`config.mk`:
```
export PLATFORM = sky130hd
export DESIGN_NAME = spi_slave
export DESIGN_NICKNAME = d
export VERILOG_FILES = /design/src/rtl/spi_slave.sv
export SDC_FILE = /design/constraint.sdc
export NUM_CORES = 1
export LEC_CHECK = 0
export CAP_MARGIN = 0
export CORE_UTILIZATION = 40
export CTS_CLUSTER_SIZE = 10
export DETAILED_ROUTE_END_ITERATION = 6
export GPL_ROUTABILITY_DRIVEN = 0
export PLACE_DENSITY = 0.7
export SETUP_SLACK_MARGIN = 0.5
export SLEW_MARGIN = 25
export SYNTH_ARGS = -nofsm -noshare
export SYNTH_HDL_FRONTEND = slang
export SYNTH_SLANG_ARGS = --single-unit
```
`constraint.sdc`:
```
create_clock -name sclk -period 3.64 [get_ports sclk]
set_input_delay 0.546 -clock sclk [delete_from_list [all_inputs] [get_ports sclk]]
set_output_delay 0.546 -clock sclk [all_outputs]
set_load 0.05 [all_outputs]
```
`src/rtl/spi_slave.sv`:
```
// spi_slave: SPI target serializer/deserializer clocked directly by the bus clock.
// Supports all four CPOL/CPHA modes and multi-word frames under one csn assertion.
// A completed-word toggle and a per-frame word counter provide a CDC hook for the host.
// Optional build macro: SPI_SLAVE_MISO_TRISTATE_EN releases miso (high-Z) while the
// target is deselected or held in reset so several targets can share the line.
module spi_slave #(
    parameter int DATA_WIDTH = 8,
    parameter int CPOL       = 0,
    parameter int CPHA       = 0,
    parameter int CNT_WIDTH  = 8
) (
    input  logic                  sclk,
    input  logic                  arstn,
    input  logic                  csn,
    input  logic                  mosi,
    output logic                  miso,
    input  logic [DATA_WIDTH-1:0] data_send,
    output logic [DATA_WIDTH-1:0] data_recv,
    output logic                  rx_toggle,
    output logic [CNT_WIDTH-1:0]  word_cnt,
    output logic                  busy
);

    localparam int                BIT_W    = $clog2(DATA_WIDTH);
    localparam logic [BIT_W-1:0]  LAST_BIT = BIT_W'(DATA_WIDTH - 1);
    // Fixed inversion: after it, the sample edge is always the rising edge of sck_int
    // and the shift edge is always its falling edge.
    localparam logic              EDGE_INV = (CPOL != CPHA);

    logic                  sck_int;
    logic                  cnt_clr;

    logic [BIT_W-1:0]      rx_cnt_q, rx_cnt_d;
    logic [CNT_WIDTH-1:0]  word_cnt_q, word_cnt_d;
    logic [DATA_WIDTH-2:0] rx_shreg_q, rx_shreg_d;
    logic [DATA_WIDTH-1:0] data_recv_q, data_recv_d;
    logic                  rx_toggle_q, rx_toggle_d;
    logic                  rx_last;
    logic [DATA_WIDTH-1:0] rx_word;

    logic [BIT_W-1:0]      tx_cnt_q, tx_cnt_d;
    logic [DATA_WIDTH-1:0] tx_shreg_q, tx_shreg_d;
    logic                  tx_first;
    logic                  miso_int;

    assign sck_int = sclk ^ EDGE_INV;
    // Bit/word counters are held at zero while deselected so every frame starts clean.
    assign cnt_clr = arstn | csn;

    // Receive next-state: shift mosi in, finish the word on the last bit position.
    always_comb begin
        rx_last     = (rx_cnt_q == LAST_BIT);
        rx_word     = {rx_shreg_q, mosi};
        rx_shreg_d  = rx_word[DATA_WIDTH-2:0];
        rx_cnt_d    = rx_last ? '0 : rx_cnt_q + BIT_W'(1);
        word_cnt_d  = rx_last ? word_cnt_q + CNT_WIDTH'(1) : word_cnt_q;
        data_recv_d = rx_last ? rx_word : data_recv_q;
        rx_toggle_d = rx_last ? ~rx_toggle_q : rx_toggle_q;
    end

    // Receive counters advance on the sample edge; deselect or reset clears them at once.
    always_ff @(posedge sck_int or posedge cnt_clr) begin
        if (cnt_clr) begin
            rx_cnt_q   <= '0;
            word_cnt_q <= '0;
        end else begin
            rx_cnt_q   <= rx_cnt_d;
            word_cnt_q <= word_cnt_d;
        end
    end

    // Receive data path survives deselect; a partial word never reaches data_recv because
    // the counter is cleared before it can reach the last bit position.
    always_ff @(posedge sck_int or posedge arstn) begin
        if (arstn) begin
            rx_shreg_q  <= '0;
            data_recv_q <= '0;
            rx_toggle_q <= 1'b0;
        end else begin
            rx_shreg_q  <= rx_shreg_d;
            data_recv_q <= data_recv_d;
            rx_toggle_q <= rx_toggle_d;
        end
    end

    // Transmit next-state: reload from data_send at the first shift edge of each word.
    // With CPHA=0 the MSB is already presented combinationally, so the load skips it.
    always_comb begin
        tx_first = (tx_cnt_q == '0);
        tx_cnt_d = (tx_cnt_q == LAST_BIT) ? '0 : tx_cnt_q + BIT_W'(1);
        if (tx_first) begin
            tx_shreg_d = (CPHA == 0) ? (data_send << 1) : data_send;
        end else begin
            tx_shreg_d = tx_shreg_q << 1;
        end
        miso_int = ((CPHA == 0) && tx_first) ? data_send[DATA_WIDTH-1]
                                              : tx_shreg_q[DATA_WIDTH-1];
    end

    // Transmit bit counter advances on the shift edge; cleared with the receive counters.
    always_ff @(negedge sck_int or posedge cnt_clr) begin
        if (cnt_clr) begin
            tx_cnt_q <= '0;
        end else begin
            tx_cnt_q <= tx_cnt_d;
        end
    end

    // Transmit shift register only reloads or shifts on shift edges.
    always_ff @(negedge sck_int or posedge arstn) begin
        if (arstn) begin
            tx_shreg_q <= '0;
        end else begin
            tx_shreg_q <= tx_shreg_d;
        end
    end

`ifdef SPI_SLAVE_MISO_TRISTATE_EN
    assign miso = (csn | arstn) ? 1'bz : miso_int;
`else
    assign miso = (csn | arstn) ? 1'b0 : miso_int;
`endif

    assign data_recv = data_recv_q;
    assign rx_toggle = rx_toggle_q;
    assign word_cnt  = word_cnt_q;
    assign busy      = (rx_cnt_q != '0);

endmodule

```
==> impl_results.md, run 1 <==
- CP max FO: 2
- Number of synthesized flops with an enable pin: 0
- Cell variety after synth: 20
- Die area: 3750 µm²
- Mapped Cells: 94
- Failing checks: negative setup slack
- CTS root buf: clkbuf_4
- Post-Route WL: 2140 µm
- Switching share of power: 21.9%
- Reg2Reg Setup Slack: 1.75 ns
- Clk buf depth: 2
- Mapped Area: 1410 µm²
- N_diodes: 0
- Post-route setup TNS: -0.280 ns
- Synth Flop Type: dfrtp_1
- Site Rows: 21
- Power Internal: 0.588 mW
- Synth-to-layout area growth: 34.4%
- Worst EP arrival: 3.37 ns
- First-pass GRT wire length: 3520 µm
- Worst r2r dst: word_cnt[7]
- Ys Warns: 0
- Leakage: 0.851 nW
- Gate power share: 8.0%
- Vias/cell: 4.53
- Sequential share of power: 57.0%
- TritonCTS Buffers: 5
- Initial Util: 41.8%
- Largest net degree at the start of global routing: 18
- Die width: 61.3 µm
- Psw: 0.165 mW
- Hold path depth: 0
- Sequential element share of the synthesized area: 65.9%
- CTS tree: done
- Hold Path Class: reg2reg
- Max IR drop VDD: 0.000268 V
- Rel. slew slack: 52.4%
- Seq cells post-synth: 37
- Overflow after GRT: 0
- Max H-tree Level: 2
- Clock skew: 0.00308 ns
- Initial antenna violation count: 0
- Synthesized net count: 113
- Fill count: 311
- GRT Total Usage: 13.8%
- Post-route ant nets: 0
- Status: finished, violations left
- Slew @ Worst Pin: 0.714 ns
- Power Density: 399 nW/µm²
- CP Data Required Time: 3.09 ns
- Layout cells sized above 1: 24.8%
- CP Capture Point: miso
- Final hold viol count: 0
- DP HPWL: 1570 µm
- Die Span Y: 61.3 µm
- Max-Cap Viols: 0
- Clk slew on worst S/H paths: 0.10 ns
- Core area: 3360 µm²
- Layout Nets: 151
- PnR worst setup slack: -0.280 ns
- Worst r2r path cells: 5
- Crit path kind: reg2out
- Drt initial violations: 11
- Critical R2R Launch: rx_cnt_q[0]
- Worst setup path startpoint: tx_cnt_q[1]
- Number of setup violations in the final report: 1
- CP endpoint kind: output port
- Syn Area/Cell: 14.9 µm²
- Hold WS: 0.378 ns
- PortBufs: 30
- Clock sink count: 37
- CP startpoint kind: register
- RSZ-0062 raised after global routing: true
- Vias in the first global route: 831
- Worst skew pair latency: 0.33 ns
- Clock share of power: 35.1%
- DR pass1 iterations: 3
- DRC viols: 0
- Ports: 31
- Pins Over Slew Limit: 0
- Ys async rst share: 100%
- Via count: 811
- WL/cell: 12.0 µm
[area by class of cell]
type | count | area, µm² | share of cell area [%]
clock buffers | 8 | 80.1 | 4.24
inverters | 5 | 18.8 | 0.994
repair buffers | 34 | 340 | 18.0
multi-input cells | 49 | 465 | 24.7
flip-flops and latches | 37 | 926 | 49.0
well taps | 46 | 57.6 | 3.05
[layer usage]
metal	global-route usage (%)	up-vias	share of wire [%]	wire length (µm)
li1	-	381	-	-
met1	14.5	406	41	870
met2	22.8	20	53	1130
met3	6.51	4	5.4	115
met4	7.79	0	1.4	31
met5	0	-	0	0
[stage by stage]
step / setup WS, ns / power (mW) / util [%] / cell area, µm² / cells
2_1_floorplan: -0.190 / 0.468 / - / 1420 / 94
3_3_place_gp: 0.0457 / 0.496 / 53.1 / 1790 / 170
3_5_place_dp: -0.00462 / 0.498 / 53.1 / 1790 / 170
4_1_cts: -0.338 / 0.764 / 55.8 / 1880 / 179
5_1_grt: -0.349 / 0.788 / 56.1 / 1890 / 179
6_report: -0.280 / 0.753 / 56.1 / 1890 / 179
[cell usage in the layout (no fill, tap or decap)]
cell type	Yosys	routed
clkdlybuf4s50_1	0	29
dfrtp_1	27	27
mux2_2	15	15
dfrtn_1	10	10
ha_1	7	6
inv_1	5	5
clkbuf_4	0	5
xor2_1	4	4
xnor2_1	4	4
nor2_1	4	4
buf_4	2	4
nand2_1	3	3
nand4_1	2	2
nor2b_1	3	2
nand4_2	1	1
and3_1	1	1
nor2b_4	0	1
and2_1	1	1
mux2i_2	0	1
nor3_4	0	1
nand2b_1	1	1
nor3_2	1	1
ha_2	0	1
clkbuf_1	0	1
clkbuf_8	0	1
clkbuf_16	0	1
buf_12	0	1
[cell families after synthesis]
kind of cell	count (synthesis)	synth area share, %
muxes	16	12.7
buffers and inverters	8	2.76
xor gates and xnor gates	8	4.99
and+or+nand+nor	18	7.39
DFF	37	65.9
adders and majority gates	7	6.23
[cell usage after synthesis (all sizes together) (2+ instances only)]
| cell | count | area (µm²) |
|---|---|---|
| ha | 7 | 87.6 |
| nand2 | 3 | 11.3 |
| nand4 | 3 | 25.0 |
| buf | 3 | 20.0 |
| nor3 | 2 | 15.0 |
| xor2 | 4 | 35.0 |
| xnor2 | 4 | 35.0 |
| inv | 5 | 18.8 |
| nor2b | 3 | 18.8 |
| nor2 | 4 | 15.0 |
| dfrtp | 27 | 676 |
| dfrtn | 10 | 250 |
| mux2 | 15 | 169 |
[how the worst min path moves through the flow]
stage | slack [ns] | end | startpoint
2_1_floorplan | 0.35 | rx_shreg_q[1] | rx_shreg_q[0]
3_3_place_gp | 0.35 | rx_shreg_q[4] | rx_shreg_q[3]
3_5_place_dp | 0.36 | rx_shreg_q[5] | rx_shreg_q[4]
4_1_cts | 0.38 | rx_shreg_q[5] | rx_shreg_q[4]
5_1_grt | 0.39 | rx_shreg_q[1] | rx_shreg_q[0]
6_report | 0.38 | rx_shreg_q[1] | rx_shreg_q[0]
[registers in the layout (all words and copies together), names as in the netlist]
signal and cells:
data_recv 8, word_cnt 8, rx_shreg_q 7, tx_shreg_q 7, rx_cnt_q 3, tx_cnt_q 3
rx_toggle 1
[critical path: stages (launching register included)]
cell	delay, ns
dfrtn_1	0.43
inv_1	0.05
ha_2	0.16
nor2b_4	0.13
mux2i_2	0.16
nor3_4	0.15
buf_12	0.16
[repair_timing]
| action | in CTS | in global routing |
|---|---|---|
| setup endpoints to repair | 1 | 1 |
| hold buffers | 0 | 0 |
| gates resized for setup | 1 | 3 |
| buffers inserted | 1 | 0 |
[power groups by stage]
stage	clock network [mW]	logic (mW)	registers, mW
floorplan	0	0.0159	0.452
global placement	0	0.0598	0.437
detailed placement	0	0.0610	0.437
CTS	0.274	0.0610	0.429
global route	0.292	0.0651	0.431
finish	0.264	0.0601	0.429
Power figures use the tool's default switching activity.
==> run 2, diff against run 1 <==
--- a/config.mk
+++ b/config.mk
@@ -9,7 +9,6 @@
 export CORE_UTILIZATION = 40
 export CTS_CLUSTER_SIZE = 10
 export DETAILED_ROUTE_END_ITERATION = 6
-export GPL_ROUTABILITY_DRIVEN = 0
 export PLACE_DENSITY = 0.7
 export SETUP_SLACK_MARGIN = 0.5
 export SLEW_MARGIN = 25
==> results of run 2 <==
The final DEF is identical to that of run 1; final timing and power are the same.
==> run 3, diff against run 2 <==
--- a/config.mk
+++ b/config.mk
@@ -5,7 +5,6 @@
 export SDC_FILE = /design/constraint.sdc
 export NUM_CORES = 1
 export LEC_CHECK = 0
-export CAP_MARGIN = 0
 export CORE_UTILIZATION = 40
 export CTS_CLUSTER_SIZE = 10
 export DETAILED_ROUTE_END_ITERATION = 6
==> results of run 3 <==
The final DEF is identical to that of run 1; final timing and power are the same.
